$ cat config.mk
export PLATFORM = sky130hd
export DESIGN_NAME = shift_rows_engine
export DESIGN_NICKNAME = d
export VERILOG_FILES = /design/src/rtl/aes_pkg.sv /design/src/rtl/row_rotator.sv /design/src/rtl/shift_rows_engine.sv
export SDC_FILE = /design/constraint.sdc
export NUM_CORES = 1
export LEC_CHECK = 0
export CAP_MARGIN = 20
export CORE_ASPECT_RATIO = 0.8
export CORE_MARGIN = 4
export CORE_UTILIZATION = 38
export DETAILED_ROUTE_END_ITERATION = 8
export DONT_BUFFER_PORTS = 1
export PLACE_DENSITY = 0.53
export SLEW_MARGIN = 30
export SYNTH_ARGS = -nofsm -noshare
export SYNTH_HDL_FRONTEND = slang
export SYNTH_SLANG_ARGS = --single-unit
$ cat constraint.sdc
create_clock -name clk -period 8.3 [get_ports clk]
set_input_delay 0.415 -clock clk [delete_from_list [all_inputs] [get_ports clk]]
set_output_delay 0.415 -clock clk [all_outputs]
set_load 0.01 [all_outputs]
$ cat src/rtl/aes_pkg.sv
// Shared types and helpers for the ShiftRows engine.
package aes_pkg;

  localparam int BYTE_W = 8;

  typedef enum logic [1:0] {
    IDLE = 2'd0,
    ROT  = 2'd1,
    DONE = 2'd2
  } fsm_t;

  // Left-rotate amount for a row; wide (NB=8) states skip amount 2.
  function automatic int shift_amt(input int nb, input int row);
    int amt;
    amt = row;
    if (nb == 8 && row >= 2) amt = row + 1;
    return amt;
  endfunction

endpackage

$ cat src/rtl/row_rotator.sv
// Combinational rotate of one NB-byte state row, forward or inverse.
module row_rotator
  import aes_pkg::*;
#(
  parameter int NB = 4
) (
  input  logic [BYTE_W*NB-1:0] row,
  input  logic [1:0]           row_idx,
  input  logic                 inv,
  output logic [BYTE_W*NB-1:0] rotated
);

  always_comb begin
    int s;
    int src;
    rotated = '0;
    s = shift_amt(NB, int'(row_idx));
    for (int c = 0; c < NB; c++) begin
      src = inv ? (c - s + NB) % NB : (c + s) % NB;
      rotated[BYTE_W*(NB-1-c) +: BYTE_W] =
        row[BYTE_W*(NB-1-src) +: BYTE_W];
    end
  end

endmodule

$ cat src/rtl/shift_rows_engine.sv
// Sequential (Inv)ShiftRows, one row per clock through a shared rotator.
// Define SHIFT_ROWS_ENGINE_PERF_CNT_EN to add the done_cnt output.
module shift_rows_engine
  import aes_pkg::*;
#(
  parameter int NB = 4
) (
  input  logic            clk,
  input  logic            rst,
  input  logic            in_valid,
  output logic            in_ready,
  input  logic            inv,
  input  logic [32*NB-1:0] state_in,
  output logic            out_valid,
  input  logic            out_ready,
  output logic [32*NB-1:0] state_out,
  output logic            busy
`ifdef SHIFT_ROWS_ENGINE_PERF_CNT_EN
  ,
  output logic [31:0]     done_cnt
`endif
);

  localparam int SW = 32*NB;
  localparam int RW = BYTE_W*NB;

  fsm_t          st;
  logic [1:0]    row_cnt;
  logic          inv_q;
  logic [SW-1:0] sr;
  logic [SW-1:0] sr_nxt;
  logic [RW-1:0] row_cur;
  logic [RW-1:0] row_rot;

  // Row r gathers bytes r, r+4, r+8, ... of the column-major state.
  always_comb begin
    row_cur = '0;
    for (int c = 0; c < NB; c++) begin
      row_cur[BYTE_W*(NB-1-c) +: BYTE_W] =
        sr[SW-1-BYTE_W*(int'(row_cnt)+4*c) -: BYTE_W];
    end
  end

  row_rotator #(
    .NB(NB)
  ) u_rot (
    .row     (row_cur),
    .row_idx (row_cnt),
    .inv     (inv_q),
    .rotated (row_rot)
  );

  always_comb begin
    sr_nxt = sr;
    for (int c = 0; c < NB; c++) begin
      sr_nxt[SW-1-BYTE_W*(int'(row_cnt)+4*c) -: BYTE_W] =
        row_rot[BYTE_W*(NB-1-c) +: BYTE_W];
    end
  end

  always_ff @(posedge clk or posedge rst) begin
    if (rst) begin
      st      <= IDLE;
      row_cnt <= 2'd0;
      inv_q   <= 1'b0;
      sr      <= '0;
    end else begin
      unique case (st)
        IDLE: begin
          if (in_valid) begin
            sr      <= state_in;
            inv_q   <= inv;
            row_cnt <= 2'd0;
            st      <= ROT;
          end
        end
        ROT: begin
          sr      <= sr_nxt;
          row_cnt <= row_cnt + 2'd1;
          if (row_cnt == 2'd3) st <= DONE;
        end
        DONE: begin
          if (out_ready) st <= IDLE;
        end
        default: st <= IDLE;
      endcase
    end
  end

  assign in_ready  = (st == IDLE);
  assign busy      = (st == ROT);
  assign out_valid = (st == DONE);
  assign state_out = sr;

`ifdef SHIFT_ROWS_ENGINE_PERF_CNT_EN
  always_ff @(posedge clk or posedge rst) begin
    if (rst) begin
      done_cnt <= 32'd0;
    end else if (st == DONE && out_ready) begin
      done_cnt <= done_cnt + 32'd1;
    end
  end
`endif

endmodule

==> impl_results.md, run 1 <==
- Hold_sp: out_ready
- Drt drc: 0
- Crit share post-route: 0.3920
- First-pass GRT wire length: 59.24 mm
- Post-DP HPWL: 27.64 mm
- Relative slew slack: 0.3823
- Via/cell ratio: 7.375
- Synth Area in Compound Gates: 0.2403
- Critical path peak fanout: 43
- Final ANT Viol Nets: 0
- DP Area: 0.009117 mm^2
- Post-Synth XOR/XNOR Area: 0
- Post-synthesis instance total: 942
- Slowest stage delay, CP: 0.87 ns
- R2r startpoint: row_cnt[1]
- CP Capture Type: flip-flop
- CTS buffer count: 17
- Synth warnings: 0
- Status: finished clean
- Clock Latency Late Sink: 0.44 ns
- Power per cell area: 563.1 mW/mm^2
- Minimum clock period: 3.254 ns
- Slew Viols, Final: 0
- Initial antenna violation count: 3
- Initial core utilization: 0.3885
- Fill cell count: 2,339
- Register bit count reported by yosys: 133
- Synth Cell Area: 0.009138 mm^2
- Crit path kind: flip-flop to flip-flop
- Die area: 0.02661 mm^2
- TritonCTS clock tree: yes
- Std cell rows: 50
- TritonRoute pass-1 iters: 5
- Total Wirelength: 41.12 mm
- Hold Vio Cnt, Final: 0
- Worst-path clk slew: 0.06 ns
- Mux cell area share after synthesis: 0.1299
- Std-Cell Core Area: 0.02352 mm^2
- Adder-Cell Fraction of Synth Area: 0.005477
- Slowest cell on crit path: dfrtp_4
- Reg2reg setup slack: 5.05 ns
- Critical path origin: row_cnt[1]
- Clock Sinks: 133
- Reg-to-reg endpoint: state_out[36]
- Die Wd: 181.4 um
- Largest net degree at the start of global routing: 135
- Vias in the first global route: 7,990
- FFs w/ async S/R, synth: 1.000
- Placed insts: 1,136
- H-Tree Depth: 4
- Layout area overhead: 6.285%
- DR vias: 8,621
- Nets: 981
- FF-to-FF path depth: 5
- Crit path cell chain: inv_1 > ha_1 > mux2_2 > mux2_2 > a221o_1
- Mapped Nets: 1,079
- Final GP Congestion: 0.8730
- Final setup viols: 0
- Dominant synthesized flop cell: dfrtp_1
- CP Data Required Time: 8.61 ns
- Largest family of logic cells by synthesized area: compound AO/OA/AOI/OAI gates
- Synth Area in Simple Gates: 0.1950
- Most used cell, CP: mux2_2
- Fin Hold WS: 0.06278 ns
- Die H: 146.7 um
- Buffer depth of the longest clock path: 2
- Hold endpoint: st[1]
- Worst hold stages: 1
- Number of max-cap violations: 0
- Multi-input gate area: 0.005271 mm^2
- Leakage Power: 0.003318 uW
- Post-synth EDFFs: 0
- Post-CTS Repair Setup Buffers: 0
- Setup TNS: 0 ns
- Max Fclk: 0.3074 GHz
- Root Driver: clkbuf_16
- RSZ-0062 raised after global routing: no
- Fraction of layout cells with a size suffix above 1: 0.1437
- Synth cell types: 33
- Worst IR drop on VDD: 0.3174 mV
- Worst slew pin tran: 0.9266 ns
- Overflow after GRT: 0
- Register area share after synthesis: 0.3642
- 1st-iter DRT viols: 1,528
- Final Skew: 0.01235 ns
- Finished Cell Area: 0.009712 mm^2
- Hold crit path type: primary input to flip-flop
- Crit path DAT: 3.57 ns
- I/O pin cnt: 264
- Non-filler instance count after layout: 1,169
- Avg WL per Cell: 35.17 um
- Gr usage total: 0.2966
- Sequential cell area: 0.003338 mm^2
- Crit start category: flip-flop
- Port Buf Inserts: 0
- Syn_area_per_cell: 9.700 um^2
-- through the flow --
stage,total power (uW),setup WS [ns],util
floorplan,3501,4.331,-
global placement,4594,4.831,0.3869
detailed placement,4618,5.097,0.3876
CTS,5376,5.099,0.4125
global route,5665,4.938,0.4128
finish,5469,5.046,0.4129
-- where the power goes --
part,internal [uW],switching [uW],leakage (uW)
Clock,461,304,0.000284
Combinational,1060,1910,0.00142
Sequential,964,769,0.00161
Total,2480,2990,0.00332
-- per-layer routing --
metal	vias to the layer above	GRT usage	share of wire
li1	3600	-	-
met1	4373	0.4410	0.43
met2	573	0.4154	0.42
met3	71	0.09777	0.12
met4	4	0.07577	0.024
met5	-	0	0.00092
-- Yosys cell counts, drive strengths merged (3+ instances only) --
cell type / number / area share
dfrtp: 133 / 0.36
a21oi: 131 / 0.072
nand4: 128 / 0.088
clkbuf: 85 / 0.035
nand2b: 66 / 0.045
a221o: 64 / 0.070
nand3b: 64 / 0.053
o21ai: 64 / 0.035
a41oi: 62 / 0.059
buf: 45 / 0.028
mux2: 37 / 0.047
mux4: 32 / 0.081
inv: 5 / 0.0021
ha: 4 / 0.0055
nand2: 4 / 0.0016
nor2: 3 / 0.0012
-- how the worst max path moves through the flow --
stage / cells past startpoint / endpoint / slack [ns]
floorplan: 1 / inv_q / 4.33
global placement: 5 / state_out[48] / 4.83
detailed placement: 5 / state_out[36] / 5.10
CTS: 5 / state_out[36] / 5.10
global route: 5 / state_out[48] / 4.94
finish: 5 / state_out[36] / 5.05
-- flip-flops by register name (all words and copies together), names as in the netlist --
register	flops
inv_q	1
row_cnt	2
state_out	128
st	2
-- kinds of logic after synthesis --
family,Yosys count
buffers and inverters,135
multiplexers,71
adder cells (fa/ha/maj),4
AO/OA/AOI/OAI,326
flip-flops,133
AND/OR/NAND/NOR,273
-- critical path: cells and delay by family (launching register included) --
family          cells  cell delay [ns]
mux                 2             1.25
fa+ha+maj           1             0.46
buf+inv             1             0.17
compound gates      1             0.34
flops               1             0.87
-- final cells by class --
cell class | count | share of cell area
diodes | 1 | 0.0002577
clock buffers | 21 | 0.04844
clock inverters | 10 | 0.01082
inverters | 5 | 0.002705
multi-input cells | 674 | 0.5428
flip-flops and latches | 133 | 0.3437
well taps | 312 | 0.04020
repair buffers | 13 | 0.01108
-- layout by cell type, fill, tap and decap left out, types with 2 or more instances in the layout --
master and count:
o21ai_0 63, inv_1 3, a221o_1 64, nor2_1 3, nand2_1 2, clkinv_2 6
mux4_2 27, ha_1 4, bufinv_16 2, clkinvlp_4 2, mux2i_4 2, dfrtp_2 2
nand2b_1 65, mux2_4 3, and4_1 2, a21oi_1 131, clkbuf_16 17, mux4_1 5
a41oi_1 62, nand3b_1 64, nand2_2 2, buf_4 10, mux2_2 34, buf_6 2
or3b_2 2, dfrtp_4 2, dfrtp_1 129, a31oi_1 2, clkbuf_8 3, nand4_1 128
-- timing repair --
item,CTS,global route
gates resized for setup,0,0
hold buffers,1,0
endpoints found under the hold margin,63,0
No activity file was read; power rests on OpenSTA's default activity.
==> run 2, diff against run 1 <==
==> constraint.sdc (replaced) <==
create_clock -name clk -period 3.2 [get_ports clk]
set_input_delay 0.16 -clock clk [delete_from_list [all_inputs] [get_ports clk]]
set_output_delay 0.16 -clock clk [all_outputs]
set_load 0.01 [all_outputs]
==> run 2 against run 1 <==
  * Worst setup slack got worse by 4.6 ns
  * Highest routed layer unchanged
  * Flip-flop and latch count unchanged
  * First-iteration DRC count decreased by 8.0%
  * Total power increased to 2.7 times the previous value
  * Combinational power increased to 2.7 times the previous value
  * Hold slack got worse by 0.034 ns
  * Via count increased by 0.78%
  * Clock skew decreased by 0.00086 ns
  * Sequential power increased to 2.5 times the previous value
  * Utilization increased by 0.91 points
  * Count of clock-buffer cells in the layout increased by 2
  * Maximum frequency increased by 17%
==> impl_results.md, run 2 (synthesis gave the netlist of run 1 again) <==
- TritonRoute pass-1 iters: 6
- Crit path DAT: 3.11 ns
- Initial core utilization: 0.3885
- Final Skew: 0.01150 ns
- Power per cell area: 1461 mW/mm^2
- Clock Latency Late Sink: 0.43 ns
- Drt drc: 0
- Final ANT Viol Nets: 0
- Buffer depth of the longest clock path: 2
- Overflow after GRT: 0
- Std-Cell Core Area: 0.02352 mm^2
- Final setup viols: 0
- Via/cell ratio: 7.301
- CP Data Required Time: 3.52 ns
- Setup TNS: 0 ns
- Post-DP HPWL: 28.33 mm
- Pre-CTS setup slack: 0.4489 ns
- Minimum clock period: 2.793 ns
- Hold crit path type: primary input to flip-flop
- Layout area overhead: 8.640%
- Final GP Congestion: 0.8719
- CP Capture Type: flip-flop
- Slew Viols, Final: 0
- TritonCTS clock tree: yes
- DR vias: 8,688
- Critical path origin: row_cnt[0]
- Vias in the first global route: 8,204
- Die area: 0.02661 mm^2
- Crit start category: flip-flop
- Die Wd: 181.4 um
- Sw frac: 0.5415
- Gr usage total: 0.2996
- Worst IR drop on VDD: 0.8764 mV
- Fraction of layout cells with a size suffix above 1: 0.1541
- Hold Vio Cnt, Final: 0
- Crit path kind: flip-flop to flip-flop
- Finished Core Util: 0.4220
- Most common cell after layout, fill and taps aside: a21oi_1
- Clock Sinks: 133
- RSZ-0062 raised after global routing: no
- Sw Pwr: 7852 uW
- Crit share post-route: 0.8727
- Number of hold-repair buffers added at the cts stage: 3
- Largest net degree at the start of global routing: 135
- Worst-path clk slew: 0.06 ns
- Port Buf Inserts: 0
- GR Layer Usage met3: 0.1030
- Initial antenna violation count: 4
- Sequential share of power: 0.304
- Met2 usage: 0.3943
- Critical path peak fanout: 26
- First-pass GRT wire length: 59.79 mm
- Leakage Power: 0.003419 uW
- Max reg flops: 128
- 1st-iter DRT viols: 1,406
- Nets: 1,000
- Std cell rows: 50
- I/O pin cnt: 264
- Clk pwr share: 0.139
- Resize count post-CTS: 0
- Status: finished clean
- Most frequent cells in the layout: a21oi_1 (131), dfrtp_1 (129), nand4_1 (128)
- Most used routing layer: met1
- Hold_sp: state_in[25]
- Met1 Usage GRT: 0.4499
- Fill cell count: 2,303
- Relative slew slack: 0.3716
- Comb pwr share: 0.557
- Max Fclk: 0.3581 GHz
- Die H: 146.7 um
- Internal Power: 6648 uW
- H-Tree Depth: 4
- R2r startpoint: row_cnt[0]
- Post-CTS Repair Setup Buffers: 0
- Root Driver: clkbuf_16
- CTS buffer count: 17
- Avg WL per Cell: 34.73 um
- Total Wirelength: 41.32 mm
- Worst slew pin tran: 0.9426 ns
- Final worst slack: 0.4074 ns
- Number of max-cap violations: 0
## run 2: power by group through the flow
| stage | combinational (uW) | sequential [uW] | clock [uW] |
|---|---|---|---|
| final | 8080 | 4400 | 2020 |
| after global routing | 8500 | 4440 | 2090 |
| after CTS | 7860 | 4320 | 2030 |
| after detailed placement | 7850 | 4340 | 0 |
| after global placement | 7770 | 4350 | 0 |
| after floorplan | 5620 | 3460 | 0 |
## run 2: path summary, 6_finish.rpt
check	endpoint	cells after the start	slack, ns
max	state_out[36]	5	0.41
max reg2reg	state_out[36]	5	0.41
min	state_out[25]	2	0.03
max in group asynchronous	state_out[101]	4	2.07
min reg2reg	state_out[46]	2	0.66
min in group asynchronous	state_out[11]	2	0.24
## run 2: layout make-up
| class | count | area (um^2) | share of cell area |
|---|---|---|---|
| timing repair buffer | 32 | 326.6 | 0.03290 |
| clock buffer | 23 | 457.9 | 0.04613 |
| antenna | 2 | 5.005 | 0.0005042 |
| sequential | 133 | 3333 | 0.3358 |
| multi-input combinational | 674 | 5260 | 0.5299 |
| inverter | 5 | 25.02 | 0.002521 |
| tap | 312 | 390.4 | 0.03932 |
| clock inverter | 9 | 128.9 | 0.01298 |
## run 2: per-layer routing
layer	vias to the layer above	wire [um]	part of all wire
li1	3654	-	-
met1	4352	17660	0.43
met2	608	16890	0.41
met3	72	5393	0.13
met4	2	1371	0.033
met5	-	14	0.00034
## run 2: per-stage QoR
stage               std cells  total power (uW)  hold slack [ns]  instance area [um^2]
floorplan                 942              9080           0.2463                  9141
global placement         1152             12120           0.2467                  9281
detailed placement       1153             12190          0.08954                  9305
CTS                      1188             14210          0.02454                  9922
global route             1190             15030          0.04492                  9927
finish                   1190             14500          0.02924                  9927
## run 2: critical path, stage by stage (launching register included)
cell,delay [ns]
dfrtp_2,0.69
inv_1,0.13
ha_1,0.46
mux2_2,0.62
mux2_2,0.42
a221o_1,0.34
